`config.mk`:
```
export PLATFORM = sky130hd
export DESIGN_NAME = pc_fetch_unit
export DESIGN_NICKNAME = d
export VERILOG_FILES = /design/src/rtl/pc_fetch_unit_pkg.sv /design/src/rtl/pc_fetch_unit_ras.sv /design/src/rtl/pc_fetch_unit.sv
export SDC_FILE = /design/constraint.sdc
export NUM_CORES = 1
export LEC_CHECK = 0
export ABC_AREA = 1
export CAP_MARGIN = 20
export CORE_UTILIZATION = 55
export DETAILED_ROUTE_END_ITERATION = 16
export PLACE_DENSITY = 0.76
export SYNTH_ARGS = -nofsm -noshare
export SYNTH_HDL_FRONTEND = slang
export SYNTH_SLANG_ARGS = --single-unit
```
`constraint.sdc`:
```
create_clock -name clock -period 3.5 [get_ports clock]
set_input_delay 0.525 -clock clock [delete_from_list [all_inputs] [get_ports clock]]
set_output_delay 0.525 -clock clock [all_outputs]
set_load 0.02 [all_outputs]
```
`src/rtl/pc_fetch_unit_pkg.sv`:
```
// pc_fetch_unit_pkg
//   Constants shared between the control unit and the fetch unit: the
//   opcodes that affect the return-address stack, the next-PC select
//   encodings and the fetch state type.
package pc_fetch_unit_pkg;

  localparam logic [3:0] OP_JMP  = 4'b1100;
  localparam logic [3:0] OP_CALL = 4'b1101;
  localparam logic [3:0] OP_RET  = 4'b1110;

  typedef enum logic [1:0] {
    PC_INC    = 2'b00,
    PC_BRANCH = 2'b01,
    PC_JUMP   = 2'b10,
    PC_RETURN = 2'b11
  } pcsrc_e;

  typedef enum logic {
    ST_FIRST = 1'b0,
    ST_RUN   = 1'b1
  } fetch_state_e;

endpackage

```
`src/rtl/pc_fetch_unit_ras.sv`:
```
// return_address_stack
//   Circular return-address stack. A push while full overwrites the oldest
//   entry; a pop while empty changes nothing but the underflow flag.
//   Ports:
//     clock, reset        clock, async active-high reset
//     push, pop           stack operations (never both at once)
//     pushData            return address to push
//     top                 most recently pushed entry
//     count               number of valid entries (0..RAS_DEPTH)
//     full, empty         count == RAS_DEPTH / count == 0
//     overflow, underflow sticky error flags, cleared only by reset
module return_address_stack #(
  parameter int ADDR_W    = 16,
  parameter int RAS_DEPTH = 8
) (
  input  logic                             clock,
  input  logic                             reset,
  input  logic                             push,
  input  logic                             pop,
  input  logic [ADDR_W-1:0]                pushData,
  output logic [ADDR_W-1:0]                top,
  output logic [$clog2(RAS_DEPTH+1)-1:0]   count,
  output logic                             full,
  output logic                             empty,
  output logic                             overflow,
  output logic                             underflow
);

  localparam int PTR_W = $clog2(RAS_DEPTH);
  localparam int CNT_W = $clog2(RAS_DEPTH+1);

  logic [ADDR_W-1:0] stack_q [RAS_DEPTH];
  logic [PTR_W-1:0]  wptr_q;
  logic [CNT_W-1:0]  count_q;
  logic              overflow_q;
  logic              underflow_q;

  assign full      = (count_q == CNT_W'(RAS_DEPTH));
  assign empty     = (count_q == '0);
  assign count     = count_q;
  assign overflow  = overflow_q;
  assign underflow = underflow_q;
  // wptr points at the next free slot, so the top sits one below it
  assign top       = stack_q[wptr_q - PTR_W'(1)];

  always_ff @(posedge clock) begin
    if (push) stack_q[wptr_q] <= pushData;
  end

  always_ff @(posedge clock or posedge reset) begin
    if (reset) begin
      wptr_q      <= '0;
      count_q     <= '0;
      overflow_q  <= 1'b0;
      underflow_q <= 1'b0;
    end else if (push) begin
      // pointer wraps naturally (power-of-2 depth); a full push drops the oldest
      wptr_q <= wptr_q + PTR_W'(1);
      if (full) overflow_q <= 1'b1;
      else      count_q    <= count_q + CNT_W'(1);
    end else if (pop) begin
      if (empty) begin
        underflow_q <= 1'b1;
      end else begin
        wptr_q  <= wptr_q - PTR_W'(1);
        count_q <= count_q - CNT_W'(1);
      end
    end
  end

endmodule

```
`src/rtl/pc_fetch_unit.sv`:
```
// pc_fetch_unit
//   Owns PC, IR and the return-address stack; advances one instruction per
//   enIF strobe from the control unit.
//
//   state    | meaning
//   ---------+-----------------------------------------------------------
//   ST_FIRST | after reset; next fetch is RESET_VECTOR, sigPCSrc ignored
//   ST_RUN   | normal operation; next fetch address chosen by sigPCSrc
//
//   Ports:
//     clock, reset     clock, async active-high reset
//     enIF             fetch strobe (fetches on every high cycle)
//     sigPCSrc         next-PC select for the instruction in IR
//     instrMemData     instruction memory data at fetchAddress
//     fetchAddress     combinational next PC / memory address
//     pc, ir           address and contents of the current instruction
//     instructionCode  ir[15:12]
//     rasEmpty/Full    stack occupancy
//     rasOverflow/Underflow  sticky stack error flags
module pc_fetch_unit
  import pc_fetch_unit_pkg::*;
#(
  parameter int                ADDR_W       = 16,
  parameter int                INSTR_W      = 16,
  parameter int                RAS_DEPTH    = 8,
  parameter logic [ADDR_W-1:0] RESET_VECTOR = '0
) (
  input  logic               clock,
  input  logic               reset,
  input  logic               enIF,
  input  logic [1:0]         sigPCSrc,
  input  logic [INSTR_W-1:0] instrMemData,
  output logic [ADDR_W-1:0]  fetchAddress,
  output logic [ADDR_W-1:0]  pc,
  output logic [INSTR_W-1:0] ir,
  output logic [3:0]         instructionCode,
  output logic               rasEmpty,
  output logic               rasFull,
  output logic               rasOverflow,
  output logic               rasUnderflow
);

  fetch_state_e       state_q;
  logic [ADDR_W-1:0]  pc_q;
  logic [ADDR_W-1:0]  pc_d;
  logic [ADDR_W-1:0]  next_pc;
  logic [INSTR_W-1:0] ir_q;

  logic                           ras_push;
  logic                           ras_pop;
  logic [ADDR_W-1:0]              ras_top;
  logic [$clog2(RAS_DEPTH+1)-1:0] ras_count;
  logic [ADDR_W-1:0]              pc_plus1;

  assign pc_plus1 = pc_q + ADDR_W'(1);

  always_comb begin
    next_pc = pc_plus1;
    unique case (pcsrc_e'(sigPCSrc))
      PC_INC:    next_pc = pc_plus1;
      PC_BRANCH: next_pc = pc_q + {{(ADDR_W-6){ir_q[5]}}, ir_q[5:0]};
      PC_JUMP:   next_pc = {pc_q[ADDR_W-1:12], ir_q[11:0]};
      PC_RETURN: next_pc = (ras_count != '0) ? ras_top : RESET_VECTOR;
      default:   next_pc = pc_plus1;
    endcase
  end

  assign pc_d         = (state_q == ST_FIRST) ? RESET_VECTOR : next_pc;
  assign fetchAddress = pc_d;

  assign ras_push = enIF && (state_q == ST_RUN) && (pcsrc_e'(sigPCSrc) == PC_JUMP)
                    && (ir_q[15:12] == OP_CALL);
  assign ras_pop  = enIF && (state_q == ST_RUN) && (pcsrc_e'(sigPCSrc) == PC_RETURN);

  always_ff @(posedge clock or posedge reset) begin
    if (reset) begin
      state_q <= ST_FIRST;
      pc_q    <= RESET_VECTOR;
      ir_q    <= '0;
    end else if (enIF) begin
      pc_q <= pc_d;
      ir_q <= instrMemData;
      case (state_q)
        ST_FIRST: state_q <= ST_RUN;
        default:  state_q <= ST_RUN;
      endcase
    end
  end

  return_address_stack #(
    .ADDR_W    (ADDR_W),
    .RAS_DEPTH (RAS_DEPTH)
  ) u_ras (
    .clock     (clock),
    .reset     (reset),
    .push      (ras_push),
    .pop       (ras_pop),
    .pushData  (pc_plus1),
    .top       (ras_top),
    .count     (ras_count),
    .full      (rasFull),
    .empty     (rasEmpty),
    .overflow  (rasOverflow),
    .underflow (rasUnderflow)
  );

  assign pc              = pc_q;
  assign ir              = ir_q;
  assign instructionCode = ir_q[15:12];

endmodule

```
### After elaboration in Yosys (flattened, before gate mapping)

Memories as Yosys holds them, arrays and structs flattened.
Index checks and enable logic that the tools add are counted.

* flip-flop bits (word level): 42
* latch bits: 0
* bits in writable memories: 128
* ROM bits: 0
* input port bits: 21
* output and inout bits: 56
* logic and storage cells: 46
* memories: 1

* add/sub/neg operators: 6
* multipliers: 0
* divide/modulo/power cells: 0
* magnitude comparators: 0
* equality and inequality tests: 7
* shifts and indexed selects: 0
* muxes and demuxes: 12
* bitwise gates (word level): 1
* reductions and logical operators: 12

Memory list
* u_ras.stack_q: depth 8, width 16, rd ports 1, clocked after memory_dff 0, wr ports 1, line pc_fetch_unit_ras.sv:32 `logic [ADDR_W-1:0] stack_q [RAS_DEPTH];`

Operators with widths (count)
* 16-bit case mux with 4 select lines: 1
* 16-bit 2-to-1 mux: 2
* 16-bit by 1-bit adder with 16-bit output (second input constant): 1
* 16-bit adder: 1
* 4-bit 2-to-1 mux: 4
* 3-bit 2-to-1 mux: 3
* 4-bit == test (second input constant): 2
* 3-bit AND reduction: 2
* 4-bit by 1-bit adder with 4-bit output (second input constant): 1
* 2-bit == test (second input constant): 2
* 1-bit logical AND: 4
* 4-bit logical NOT: 1
* 2-bit AND reduction: 2
* 4-bit nonzero test: 1
* 4-bit by 1-bit subtractor with 4-bit output (second input constant): 1
* 3-bit by 1-bit adder with 3-bit output (second input constant): 1
* 3-bit by 1-bit subtractor with 3-bit output (second input constant): 1
* 2-bit by 1-bit == test with 1-bit output (second input constant): 1
* 2-bit logical NOT: 1
* 1-bit 2-to-1 mux: 2
* 2-bit by 1-bit inequality test with 1-bit output (second input constant): 1
* 2-bit inequality test (second input constant): 1
* 2-bit nonzero test: 1
* 1-bit NOT: 1

### Logic depth before layout (Yosys ltp)

* depth in word-level cells: 5
* mapped depth: 15
* mapped depth without buffers: 13

### By module

A second synthesis with hierarchy kept.

* cell total of the unflattened synthesis: 1057
* area, all modules: 9017.4 um2

Modules (own cells, without submodules)
* return_address_stack: instances 1, cells an instance 514, area an instance 5714.2 um2, seq. area each 4068.9 um2
* pc_fetch_unit: instances 1, cells an instance 543, area an instance 3303.2 um2, seq. area each 825.8 um2

### Worst setup path before layout

No wires, ideal clock.

* path kind: input-to-reg
* start point: in sigPCSrc[0]
* end point: mem u_ras.stack_q[4][0], enable pin
* setup time: 409 ps
* data arrival time: 2387 ps
* data required time: 3091 ps
* setup slack: 704 ps
* cell stages on the path: 5
* buffers on the path: 1
* cells stage by stage: buf_4 -> nor4_1 -> and3_1 -> nand2_1 -> nor3_1

* word-level cells in the longest chain between the ends: 5

RTL lines
* start, declared: line pc_fetch_unit.sv:31 `input logic [1:0] sigPCSrc,`
* 2-bit == test: line pc_fetch_unit.sv:71 `assign ras_push = enIF && (state_q == ST_RUN) && (pcsrc_e'(sigPCSrc) == PC_JUMP)`
* 1-bit logical AND: line pc_fetch_unit.sv:71
* 1-bit logical AND: line pc_fetch_unit.sv:72 `&& (ir_q[15:12] == OP_CALL);`
* 1-bit 2-to-1 mux: line pc_fetch_unit_ras.sv:47 `if (push) stack_q[wptr_q] <= pushData;`
* 1-bit 2-to-1 mux (implied by the code): line pc_fetch_unit_ras.sv:47
* end, declared: line pc_fetch_unit_ras.sv:32

Every way passes these cells.

### Worst setup path in the final report

* start point: reg u_ras.wptr_q[1]
* end point: out fetchAddress[0]

* word-level cells in the longest chain between the ends: 5

RTL lines
* start, declared: line pc_fetch_unit_ras.sv:33 `logic [PTR_W-1:0] wptr_q;`
* start signal, assigned: line pc_fetch_unit_ras.sv:58 `wptr_q <= wptr_q + PTR_W'(1);`
* start signal, assigned: line pc_fetch_unit_ras.sv:65 `wptr_q <= wptr_q - PTR_W'(1);`
* 3-bit by 1-bit subtractor with 3-bit output: line pc_fetch_unit_ras.sv:44 `assign top = stack_q[wptr_q - PTR_W'(1)];`
* memory 8 x 16 bit
* 16-bit 2-to-1 mux: line pc_fetch_unit.sv:63 `PC_RETURN: next_pc = (ras_count != '0) ? ras_top : RESET_VECTOR;`
* 16-bit case mux with 4 select lines: line pc_fetch_unit.sv:59 `unique case (pcsrc_e'(sigPCSrc))`
* 16-bit 2-to-1 mux: line pc_fetch_unit.sv:68 `assign pc_d = (state_q == ST_FIRST) ? RESET_VECTOR : next_pc;`
* end, declared: line pc_fetch_unit.sv:33 `output logic [ADDR_W-1:0] fetchAddress,`

Every way passes these cells.

==> run_results.csv <==
group,metric,value,unit
status,status,"finished clean",
global_route,grt_max_degree,69,
timing,finalSetupTns,0,ns
yosys,synth_ff_type,"edfxtp_1",
power_and_ir_drop,p_leak,4.478,nW
floorplanning,die_h,128.8,microns
yosys,syn_area,8848,sq um
critical_path,startpoint_type,"flip-flop",
yosys,yosysSeqAreaShare,55.32,%
timing,slew_headroom,45.70,%
critical_path,cp.depth,9,
placement,hpwl,15850,microns
critical_path,worstPathMaxFanout,28,
clock_tree,ctsHtreeMaxLevel,4,
timing,finalCriticalPeriod,3.357,ns
yosys,synth_simple_gate_area_share,22.79,%
floorplanning,core_area,15770,sq um
clock_tree,clk_latency,0.43,ns
finish,layout-drive-gt1-share,11.62,%
timing,rsz0062_at_grt,"false",
power_and_ir_drop,max-vdd-ir-drop,483.4,uV
critical_path,critical_path_class,"flip-flop to primary output",
timing,setup_violations,0,
yosys,synth_xor_area_share,1.004,%
critical_path,critPathArrivalTime,2.83,ns
yosys,syn_inst,968,
drt,drtPass1Iterations,5,
finish,multi_input_area,3398,sq um
clock_tree,clock_sinks,170,
critical_path,cp-end-kind,"primary output",
yosys,synthArstFlopShare,24.71,%
critical_path,cpLargestDelayFamily,"buffers and inverters",
drt,vias_per_cell,5.622,
critical_path,r2r_cells,11,
floorplanning,io_pins,77,
yosys,synth.area.mux_share,0,%
yosys,synth_top_family_by_area,"simple AND/OR/NAND/NOR gates",
critical_path,cpMaxStageDelayCell,"clkdlybuf4s50_1",
placement,globalplace.congestion,0.9096,
floorplanning,initial_core_util,56.11,%
yosys,avgSynthCellArea,9.141,sq um
hold_path,min_path_cells,2,
finish,mostFrequentLayoutCells,"nand2_1 (219), edfxtp_1 (128), nor2_1 (122), inv_1 (83), nand3_1 (74)",
yosys,synth-seq-cells,170,
placement,numPortBuffers,76,
finish,syn2layout_area_growth,21.13,%
clock_tree,clkSlewWorstSetupHoldPaths,0.06,ns
flow_run,max-cap-violations,0,
timing,period_share,95.90,%
finish,num-nets-final,1106,
critical_path,critical_path.cell_chain,"inv_2 > ha_4 > bufbuf_16 > nor2_1 > o21ai_0 > o211ai_1 > nand3_2 > a21oi_2 > clkdlybuf4s50_1",
drt,routed_wl,23780,microns
drt,drc,0,
critical_path,reg2reg_slack,1.06,ns
floorplanning,rows,46,
yosys,synthAdderAreaFrac,3.281,%
global_route,grt_first_pass_wirelength,37400,microns
clock_tree,cts_inserted_buffers,17,
finish,diodes,0,
finish,layout_commonest_cell,"nand2_1",
yosys,synth_compound_area_share,10.70,%
timing,tightest_slew,0.8136,ns
finish,fillCellCount,1244,
timing,skew,0.01193,ns
critical_path,path_buf_inv,3,
drt,dr.first_iter.drc_count,796,
timing,fmax,297.9,MHz
power_and_ir_drop,powerDensity,831.4,nW/um^2
floorplanning,die_x,128.8,microns
yosys,ys_warn_count,0,
hold_path,min_path_type,"flip-flop to flip-flop",
clock_tree,ctsRootBufferMaster,"clkbuf_16",
timing,holdWs,0.4826,ns
clock_tree,cts_buffer_depth,2,
yosys,synth_edf_count,128,
timing,hold_viol_final,0,
yosys,ys_types,45,
drt,wl_per_cell,18.41,microns
drt,antenna_left,0,
global_route,grt_usage,30.30,%
critical_path,required,2.97,ns
finish,seqCellArea,4900,sq um
clock_tree,cts_tree,"yes",
timing,report.final.slew_viol_count,0,
yosys,syn-num-nets,1011,
floorplanning,dieArea,16600,sq um
drt,num_vias,7264,
critical_path,cp_slowest_stage_delay,0.62,ns
global_route,antenna_found_initial,0,
global_route,overflow,0,
global_route,grt_pass1_vias,6883,
## synthesized netlist by cell type, types with 6 or more instances
cell type / count / area, sq um
o211ai_1: 23 / 172.7
nand4_1: 6 / 37.54
a21oi_1: 18 / 90.09
nand3_1: 74 / 370.4
nand2_1: 219 / 822.0
edfxtp_1: 128 / 3844
o21ai_1: 35 / 175.2
clkbuf_1: 9 / 33.78
o21ai_0: 62 / 310.3
ha_1: 20 / 250.2
buf_4: 14 / 105.1
inv_1: 86 / 322.8
nor2_1: 122 / 457.9
buf_2: 17 / 85.08
inv_2: 9 / 33.78
nor3_1: 16 / 80.08
dfrtp_1: 42 / 1051
## cell type report
type                       instances  area share, %
clock buffer                      17          3.969
clock inverter                    15          1.856
inverter                          97          3.432
multi-input combinational        659          31.71
sequential                       170          45.72
tap                              216          2.522
timing repair buffer             118          10.80
## routing by layer
layer	track usage, %	part of all wire [%]	vias to the layer above
met4	7.405	1.1	0
li1	-	-	3460
met5	0	0	-
met1	42.00	43	3427
met3	6.528	8.8	26
met2	48.87	48	351
## flip-flops by register name, summed over array words and instances (netlist names)
register	cells
ir	16
pc	16
state_q	1
u_ras.count	4
u_ras.overflow	1
u_ras.stack_q	128
u_ras.underflow	1
u_ras.wptr_q	3
## worst paths after layout
path | from | end
max in group asynchronous | reset | u_ras.wptr_q[0]
worst max register to register | state_q | u_ras.count[3]
worst min-delay path | u_ras.overflow | u_ras.overflow
worst min register to register | u_ras.overflow | u_ras.overflow
min in group asynchronous | reset | u_ras.count[2]
worst max-delay path | u_ras.wptr_q[1] | fetchAddress[0]
## cell families after synthesis
family,after synthesis
DFF,170
AOI/OAI and AO/OA,160
buffers and inverters,139
and+or+nand+nor,469
xor gates and xnor gates,8
adders and majority gates,22
## where the power goes
group / internal (W) / switching (W) / leakage [nW]
sequential: 0.00246 / 0.000192 / 1.66
clock: 0.00120 / 0.000790 / 0.300
combinational: 0.00158 / 0.00269 / 2.52
total: 0.00524 / 0.00367 / 4.48
## per-stage QoR
stage               instances  worst slack [ns]  area, sq um  util (%)  total power, W
floorplan                 968            0.7038         8848         -        0.005329
global placement         1253            0.1233         9975     63.25        0.006533
detailed placement       1253           0.08705         9975     63.25        0.006579
CTS                      1289           0.01161        10650     67.54        0.008750
global route             1292          0.002675        10720     67.96        0.009429
finish                   1292            0.1435        10720     67.96        0.008911
## worst register-to-register path: cells and delay by family, from the launching register on
kind | cells | cell delay (ns)
flops | 1 | 0.70
compound gates | 2 | 0.34
xor+xnor | 1 | 0.14
simple gates | 4 | 0.56
fa+ha+maj | 1 | 0.28
buf+inv | 3 | 0.30
## what timing repair did
action,4_1_cts,5_1_grt
endpoints found under the hold margin,0,0
pin swaps,1,0
endpoints found under the setup margin,16,12
resized for setup,20,8
setup buffers,3,2
hold buffers,0,0
cloned,1,1
No activity file was read; power rests on OpenSTA's default activity.
